<file path="src/rtl/dispense_timer.sv">
// Timed-dispense responder: counts DUR[ing_type] ticks of PRESCALE clocks and pulses t_expired once.
// Latency: t_expired is high in the cycle after edge E0 + D*PRESCALE (E0 = start edge sample).
// Backpressure: none; a new start edge in RUN or DONE abandons or follows the current request.
module dispense_timer #(
    parameter int unsigned PRESCALE = 50_000_000,
    parameter int unsigned CNT_W    = 8,
    parameter logic [CNT_W-1:0] DUR0 = CNT_W'(3),
    parameter logic [CNT_W-1:0] DUR1 = CNT_W'(5),
    parameter logic [CNT_W-1:0] DUR2 = CNT_W'(4),
    parameter logic [CNT_W-1:0] DUR3 = CNT_W'(2),
    parameter logic [CNT_W-1:0] DUR4 = CNT_W'(6),
    parameter logic [CNT_W-1:0] DUR5 = CNT_W'(1),
    parameter logic [CNT_W-1:0] DUR6 = CNT_W'(8),
    parameter logic [CNT_W-1:0] DUR7 = CNT_W'(0)
) (
    input  logic             clk,
    input  logic             reset,
    input  logic             start_timer,
    input  logic [2:0]       ing_type,
    output logic             t_expired,
    output logic             busy,
    output logic [CNT_W-1:0] remaining
);

    localparam int PW = (PRESCALE > 1) ? $clog2(PRESCALE) : 1;

    typedef enum logic [1:0] {IDLE, RUN, DONE} state_t;

    state_t           state, state_nxt;
    logic             start_d;
    logic             start_ev;
    logic             presc_wrap;
    logic [PW-1:0]    presc;
    logic [CNT_W-1:0] dur_sel;

    assign start_ev   = start_timer & ~start_d;
    assign presc_wrap = (presc == PW'(PRESCALE - 1));

    always_comb begin
        dur_sel = DUR0;
        case (ing_type)
            3'd0:    dur_sel = DUR0;
            3'd1:    dur_sel = DUR1;
            3'd2:    dur_sel = DUR2;
            3'd3:    dur_sel = DUR3;
            3'd4:    dur_sel = DUR4;
            3'd5:    dur_sel = DUR5;
            3'd6:    dur_sel = DUR6;
            default: dur_sel = DUR7;
        endcase
    end

    always_ff @(posedge clk or posedge reset) begin
        if (reset) begin
            state <= IDLE;
        end else begin
            state <= state_nxt;
        end
    end

    // A start edge wins in every state; a zero duration skips straight to the pulse.
    always_comb begin
        state_nxt = state;
        if (start_ev) begin
            state_nxt = (dur_sel == '0) ? DONE : RUN;
        end else begin
            case (state)
                RUN:     if (presc_wrap && remaining == CNT_W'(1)) state_nxt = DONE;
                DONE:    state_nxt = IDLE;
                default: state_nxt = IDLE;
            endcase
        end
    end

    always_comb begin
        busy      = (state == RUN) | (state == DONE);
        t_expired = (state == DONE);
    end

    always_ff @(posedge clk or posedge reset) begin
        if (reset) begin
            start_d   <= 1'b0;
            presc     <= '0;
            remaining <= '0;
        end else begin
            start_d <= start_timer;
            if (start_ev) begin
                presc     <= '0;
                remaining <= dur_sel;
            end else if (state == RUN) begin
                if (presc_wrap) begin
                    presc     <= '0;
                    remaining <= remaining - 1'b1;
                end else begin
                    presc <= presc + 1'b1;
                end
            end
        end
    end

endmodule

</file>
<file path="config.mk">
export PLATFORM = sky130hd
export DESIGN_NAME = dispense_timer
export DESIGN_NICKNAME = d
export VERILOG_FILES = /design/src/rtl/dispense_timer.sv
export SDC_FILE = /design/constraint.sdc
export NUM_CORES = 1
export LEC_CHECK = 0
export CORE_MARGIN = 10
export CORE_UTILIZATION = 55
export CTS_BUF_LIST = sky130_fd_sc_hd__clkbuf_4
export CTS_CLUSTER_DIAMETER = 30
export DETAILED_ROUTE_END_ITERATION = 10
export PLACE_DENSITY = 0.76
export SYNTH_ARGS = -nofsm -noshare
export SYNTH_HDL_FRONTEND = slang
export SYNTH_SLANG_ARGS = --single-unit
</file>
<file path="constraint.sdc">
create_clock -name clk -period 3 [get_ports clk]
set_input_delay 0.75 -clock clk [delete_from_list [all_inputs] [get_ports clk]]
set_output_delay 0.75 -clock clk [all_outputs]
set_load 0.05 [all_outputs]
</file>
==> results of run 1 <==
## per-layer routing
metal  GRT usage  wire (um)  up-vias
li1            -          -      848
met1      0.2014       2257      808
met2      0.2210       2072       26
met3     0.03384        177        4
met4     0.04422         35        0
met5           0          0        -
## cell families (layout without fill, tap and decap cells)
family                   Yosys count  count (layout)  synth area share
multiplexers                       1               1          0.004745
AND/OR/NAND/NOR                  112             112            0.2835
XOR/XNOR                          24              24           0.09964
flip-flops                        37              37            0.4389
buffers and inverters             21              38           0.04685
adder cells (fa/ha/maj)            5               5           0.02966
AO/OA/AOI/OAI                     32              32           0.09668
## sequential cells by signal (all words and copies together), names as in the netlist
name,flops
state,2
presc,26
start_d,1
remaining,8
## cell usage after synthesis, types with 2 or more instances
library cell	count	share of area
o41ai_1	2	0.0083
and3_1	2	0.0059
o21ai_0	6	0.014
dfrtp_1	37	0.44
buf_6	2	0.011
ha_1	5	0.030
nor4b_2	2	0.014
or3_1	4	0.012
nor3_1	11	0.026
and4_1	4	0.017
xor2_1	8	0.033
a31oi_1	2	0.0059
nand4_1	9	0.027
xnor2_1	16	0.066
inv_1	12	0.021
clkbuf_1	5	0.0089
nand3_1	13	0.031
nor2_1	32	0.057
o211ai_1	2	0.0071
a21oi_1	11	0.026
nor4_1	3	0.0089
o21a_1	3	0.011
nand2_1	18	0.032
or4b_1	2	0.0095
nor4b_1	2	0.0083
## metrics by stage
step | total power [mW] | instances | utilization | hold WS, ns
finish | 0.9295 | 297 | 0.6340 | 0.5593
CTS | 0.9350 | 297 | 0.6340 | 0.5619
floorplan | 0.6446 | 232 | - | 0.5027
global placement | 0.6917 | 289 | 0.6204 | 0.5249
detailed placement | 0.6930 | 289 | 0.6204 | 0.5382
global route | 0.9792 | 297 | 0.6340 | 0.5834
## placed cells by master, fill, tap and decap left out, drive strengths merged, types with 4 or more instances in the layout
cell type / Yosys / layout
clkbuf: 5 / 5
nand3: 14 / 14
nand2: 19 / 19
dfrtp: 37 / 37
ha: 5 / 5
a21oi: 11 / 11
nor4: 4 / 4
or3: 4 / 4
inv: 12 / 12
o21ai: 6 / 6
nor2: 32 / 32
and4: 4 / 4
xnor2: 16 / 16
nor4b: 4 / 4
nand4: 9 / 9
clkdlybuf4s50: 0 / 15
xor2: 8 / 8
nor3: 11 / 11
## power by group
group / switching [mW] / total, mW / internal [mW]
clock network: 0.162 / 0.247 / 0.0849
registers: 0.0219 / 0.536 / 0.514
logic: 0.0950 / 0.147 / 0.0517
total: 0.279 / 0.930 / 0.651
## worst max-delay path, delay by kind of cell (launching register included)
family | cells | cell delay (ns)
buf+inv | 3 | 0.90
fa+ha+maj | 1 | 0.28
flops | 1 | 0.37
## cell type report
type	instances	area [um^2]
Clock buffer	5	37.54
Clock inverter	3	12.51
Fill cell	330	1350
Inverter	12	45.04
Multi-Input combinational cell	174	1085
Sequential cell	37	925.9
Tap cell	48	60.06
Timing Repair Buffer	18	172.7
## how the worst min path moves through the flow
stage / cells past startpoint / start / endpoint / slack, ns
final: 2 / presc[22] / presc[22] / 0.56
after global routing: 2 / presc[22] / presc[22] / 0.58
after CTS: 2 / presc[22] / presc[22] / 0.56
after detailed placement: 2 / presc[22] / presc[22] / 0.54
after global placement: 2 / presc[22] / presc[22] / 0.52
after floorplan: 2 / presc[22] / presc[22] / 0.50
==> flow_metrics.py, run 1 <==
metrics = {
    "synth": {
        "synth_edf_count": 0,
        "synth-seq-cells": 37,
        "ys_async_sr_fraction": 1.000,
        "seq_area_frac_synth": 0.4389,
        "syn-num-nets": 243,
        "ys.flop_type": "dfrtp_1",
        "syn_inst": 232,
        "synthesis.area_um2": 2110,
        "avgSynthCellArea_um2": 9.093,
        "ys_types": 44,
        "yosysWarnings": 0,
    },
    "routing": {
        "viasPerCell": 5.677,
        "first_pass_iters": 4,
        "ant_nets": 0,
        "vias": 1686,
        "drc": 0,
        "avgRoutedWirePerCell_um": 15.29,
        "drt_iter0_drc": 214,
        "wl_um": 4542,
    },
    "sta": {
        "slew_violations": 0,
        "hold_viol": 0,
        "rsz0062_at_grt": "false",
        "finalSetupTns_ns": 0,
        "fmax_ghz": 0.3782,
        "slew_headroom": 0.5658,
        "worstMarginPinSlew_ns": 0.6506,
        "min_period_over_period": 0.8813,
        "setup_violations": 0,
        "setup_slack_ns": 0.3562,
        "skew_ns": 0.01481,
        "period_needed_ns": 2.644,
    },
    "power": {
        "p_leak_nw": 0.9406,
        "ir_worst_vdd_v": 0.0002649,
        "p_per_area_nw_per_um2": 397.5,
    },
    "worst_setup_path": {
        "path_cells": "inv_1 > ha_1 > inv_1 > clkdlybuf4s50_1",
        "r2r_end": "remaining[6]",
        "slowest_delay_ns": 0.79,
        "cp.arrival_ns": 1.89,
        "cp-end-kind": "output pin",
        "rrSetupSlack_ns": 0.63,
        "cp-endpoint": "busy",
        "rr_startpoint": "presc[0]",
        "path_common_cell": "inv_1",
        "cp-startpoint": "state[0]",
        "crit_path_top_delay_cell": "clkdlybuf4s50_1",
        "rr_worst_depth": 6,
        "crit_path_start_kind": "register",
        "worst_ep_required_time_ns": 2.25,
        "critPathMaxFanout": 2,
        "critPathKind": "reg -> out",
    },
    "grt": {
        "gr-total-overflow": 0,
        "grt_max_degree": 38,
        "grt_pass1_wl_um": 7769,
        "antenna_found_initial": 0,
        "grt_usage": 0.1458,
        "grt_pass1_vias": 1635,
    },
    "place": {
        "gp_congestion": 0.7901,
        "preCtsSetupSlack_ns": 0.4574,
        "hpwl_um": 3203,
        "placed_area_um2": 2288,
        "io_buffers": 15,
    },
    "layout": {
        "n_antenna_cell": 0,
        "finish.instance_area_um2": 2338,
        "syn_to_final_growth_pct": 10.85,
        "drive_gt1_frac": 0.06426,
        "fin_nets": 259,
    },
    "clock_tree": {
        "cts_hold_buffers": 0,
        "clock_sinks": 37,
        "cts_setup_buffers": 0,
        "cts.clk_slew.worst_paths_ns": 0.11,
        "h-tree-depth": 2,
        "post_cts_resized": 0,
        "clockBufferDepth": 2,
        "cts_tree": "built",
        "clkLatencyLatePin_ns": 0.34,
        "numCtsBuffers": 5,
        "root_buffer": "clkbuf_4",
    },
    "worst_hold_path": {
        "min_path_type": "reg -> reg",
    },
    "die": {
        "dieWidth_um": 81.93,
        "start_util": 0.5719,
        "die_h_um": 81.93,
        "io_pins": 16,
        "die_area_um2": 6713,
        "core-area_um2": 3689,
        "core.rowCount": 22,
    },
    "flow_run": {
        "cap_violations": 0,
    },
    "outcome": {
        "status": "finished, final reports clean",
    },
}
No activity file was read; power rests on OpenSTA's default activity.
==> inputs of run 2 (changes only) <==
- CELL_PAD_IN_SITES_DETAIL_PLACEMENT: unset -> 0
- CELL_PAD_IN_SITES_GLOBAL_PLACEMENT: unset -> 1
- CORE_UTILIZATION: 55 -> 46
- PLACE_DENSITY: 0.76 -> unset
- PLACE_DENSITY_LB_ADDON: unset -> 0.1
==> run 2 against run 1 <==
Global-route usage decreased by 1.4 points; first-iteration DRC count decreased by 47%; register-to-register slack got worse by 0.03 ns; power increased by 0.45%; critical path depth unchanged; clock-buffer cell count unchanged; via count decreased by 2.1%; fmax increased by 0.40%; setup slack improved by 0.010 ns; sequential share of layout area decreased by 0.085 points; critical path type unchanged; critical endpoint unchanged; largest power group unchanged.
==> flow_metrics.py, run 2 (same netlist as run 1, synthesis figures left out) <==
metrics = {
    "outcome": {
        "status": "finished, final reports clean",
    },
    "worst_setup_path": {
        "critPathKind": "reg -> out",
        "worst_ep_required_time_ns": 2.25,
        "cp.arrival_ns": 1.88,
        "path_cells": "inv_1 > ha_1 > inv_1 > clkdlybuf4s50_1",
        "slowest_delay_ns": 0.79,
        "critPathMaxFanout": 2,
        "crit_path_top_delay_cell": "clkdlybuf4s50_1",
        "cp-end-kind": "output pin",
        "path_common_cell": "inv_1",
        "cp-startpoint": "state[0]",
        "rr_startpoint": "presc[0]",
        "crit_path_start_kind": "register",
        "cp_top_family": "buffers and inverters",
        "cp_num_buf_inv": 3,
    },
    "grt": {
        "grt_max_degree": 38,
        "grt_pass1_vias": 1602,
        "gr-total-overflow": 0,
        "grt_pass1_wl_um": 8148,
        "antenna_found_initial": 0,
        "grt_usage": 0.1314,
    },
    "layout": {
        "n_antenna_cell": 0,
        "largest_reg_flops": 26,
        "mostFrequentLayoutCell": "dfrtp_1",
        "stdcell_count": 301,
        "final_cell_mix": "37 x dfrtp_1, 32 x nor2_1, 18 x nand2_1",
        "drive_gt1_frac": 0.06426,
        "top_register": "presc",
        "finish.instance_area_um2": 2344,
        "largestRegisters": "presc x26, remaining x8, state x2",
        "syn_to_final_growth_pct": 11.09,
        "fin_nets": 259,
    },
    "sta": {
        "period_needed_ns": 2.633,
        "hold_viol": 0,
        "skew_ns": 0.01466,
        "slew_headroom": 0.5299,
        "fin_hold_ws_ns": 0.5472,
        "finalSetupTns_ns": 0,
        "slew_violations": 0,
        "fmax_ghz": 0.3797,
        "rsz0062_at_grt": "false",
        "min_period_over_period": 0.8778,
        "worstMarginPinSlew_ns": 0.7044,
        "setup_violations": 0,
    },
    "power": {
        "power_mw": 0.9337,
        "switchingPower_mw": 0.2831,
        "pwr-share-clk": 0.268,
        "p_int_mw": 0.6507,
        "p_per_area_nw_per_um2": 398.4,
        "p_seq_frac": 0.574,
        "power_frac_comb": 0.158,
        "ir_worst_vdd_v": 0.0002197,
        "p_leak_nw": 0.9406,
        "power.share.switching": 0.3032,
    },
    "place": {
        "dp.cells": 293,
        "placed_area_um2": 2293,
        "hpwl_um": 3345,
        "io_buffers": 15,
        "gp_congestion": 0.8108,
    },
    "clock_tree": {
        "clkLatencyLatePin_ns": 0.35,
        "root_buffer": "clkbuf_4",
        "post_cts_resized": 0,
        "cts_setup_buffers": 0,
        "numCtsBuffers": 5,
        "cts_hold_buffers": 0,
        "cts_tree": "built",
        "clock_sinks": 37,
        "clockBufferDepth": 2,
        "cts.clk_slew.worst_paths_ns": 0.12,
        "h-tree-depth": 2,
    },
    "die": {
        "core.rowCount": 24,
        "start_util": 0.4812,
        "io_pins": 16,
        "die_area_um2": 7695,
        "die_h_um": 87.72,
        "dieWidth_um": 87.72,
        "core-area_um2": 4384,
    },
    "routing": {
        "drt_iter0_drc": 114,
        "ant_nets": 0,
        "wl_um": 4608,
        "drc": 0,
        "viasPerCell": 5.485,
        "first_pass_iters": 5,
        "vias": 1651,
        "avgRoutedWirePerCell_um": 15.31,
    },
    "worst_hold_path": {
        "min_path_type": "reg -> reg",
        "hold_path.startpoint": "presc[22]",
    },
    "flow_run": {
        "cap_violations": 0,
    },
}
==> run 2: per-layer routing <==
layer	up-vias	track usage	routed length, um	share of wire
met5	-	0	0	0
met4	0	0.04348	56	0.012
met3	7	0.03343	215	0.047
met2	28	0.1852	1968	0.43
li1	847	-	-	-
met1	769	0.1896	2368	0.51
==> run 2: per-stage QoR <==
stage	utilization	setup slack [ns]
floorplan	-	0.9254
global placement	0.5231	0.4505
detailed placement	0.5231	0.4406
CTS	0.5345	0.3333
global route	0.5345	0.2716
finish	0.5345	0.3666
==> run 2: path summary, 6_finish.rpt <==
| check | end | slack, ns | cells after the start |
|---|---|---|---|
| worst max-delay path | busy | 0.37 | 4 |
| worst min-delay path | presc[22] | 0.55 | 2 |
| worst max register to register | presc[13] | 0.60 | 6 |
| worst min register to register | presc[22] | 0.55 | 2 |
| max in group asynchronous | remaining[1] | 1.84 | 3 |
| min in group asynchronous | presc[22] | 0.80 | 3 |
==> run 2: final cells by class <==
class | instances | area (um^2)
clock buffer | 5 | 37.54
clock inverter | 3 | 12.51
fill | 421 | 2041
inverter | 12 | 45.04
multi-input combinational | 174 | 1085
sequential | 37 | 925.9
tap | 52 | 65.06
timing repair buffer | 18 | 172.7
==> run 2: power groups by stage <==
stage          registers [mW]  clock network (mW)  logic [mW]
2_1_floorplan           0.566                   0      0.0786
3_3_place_gp            0.545                   0       0.150
3_5_place_dp            0.546                   0       0.150
4_1_cts                 0.536               0.259       0.151
5_1_grt                 0.539               0.280       0.166
6_report                0.536               0.250       0.148
==> run 2: tightest hold or removal path: stages, from the launching register on <==
cell,delay (ns)
dfrtp_1,0.37
xnor2_1,0.12
nor2_1,0.04
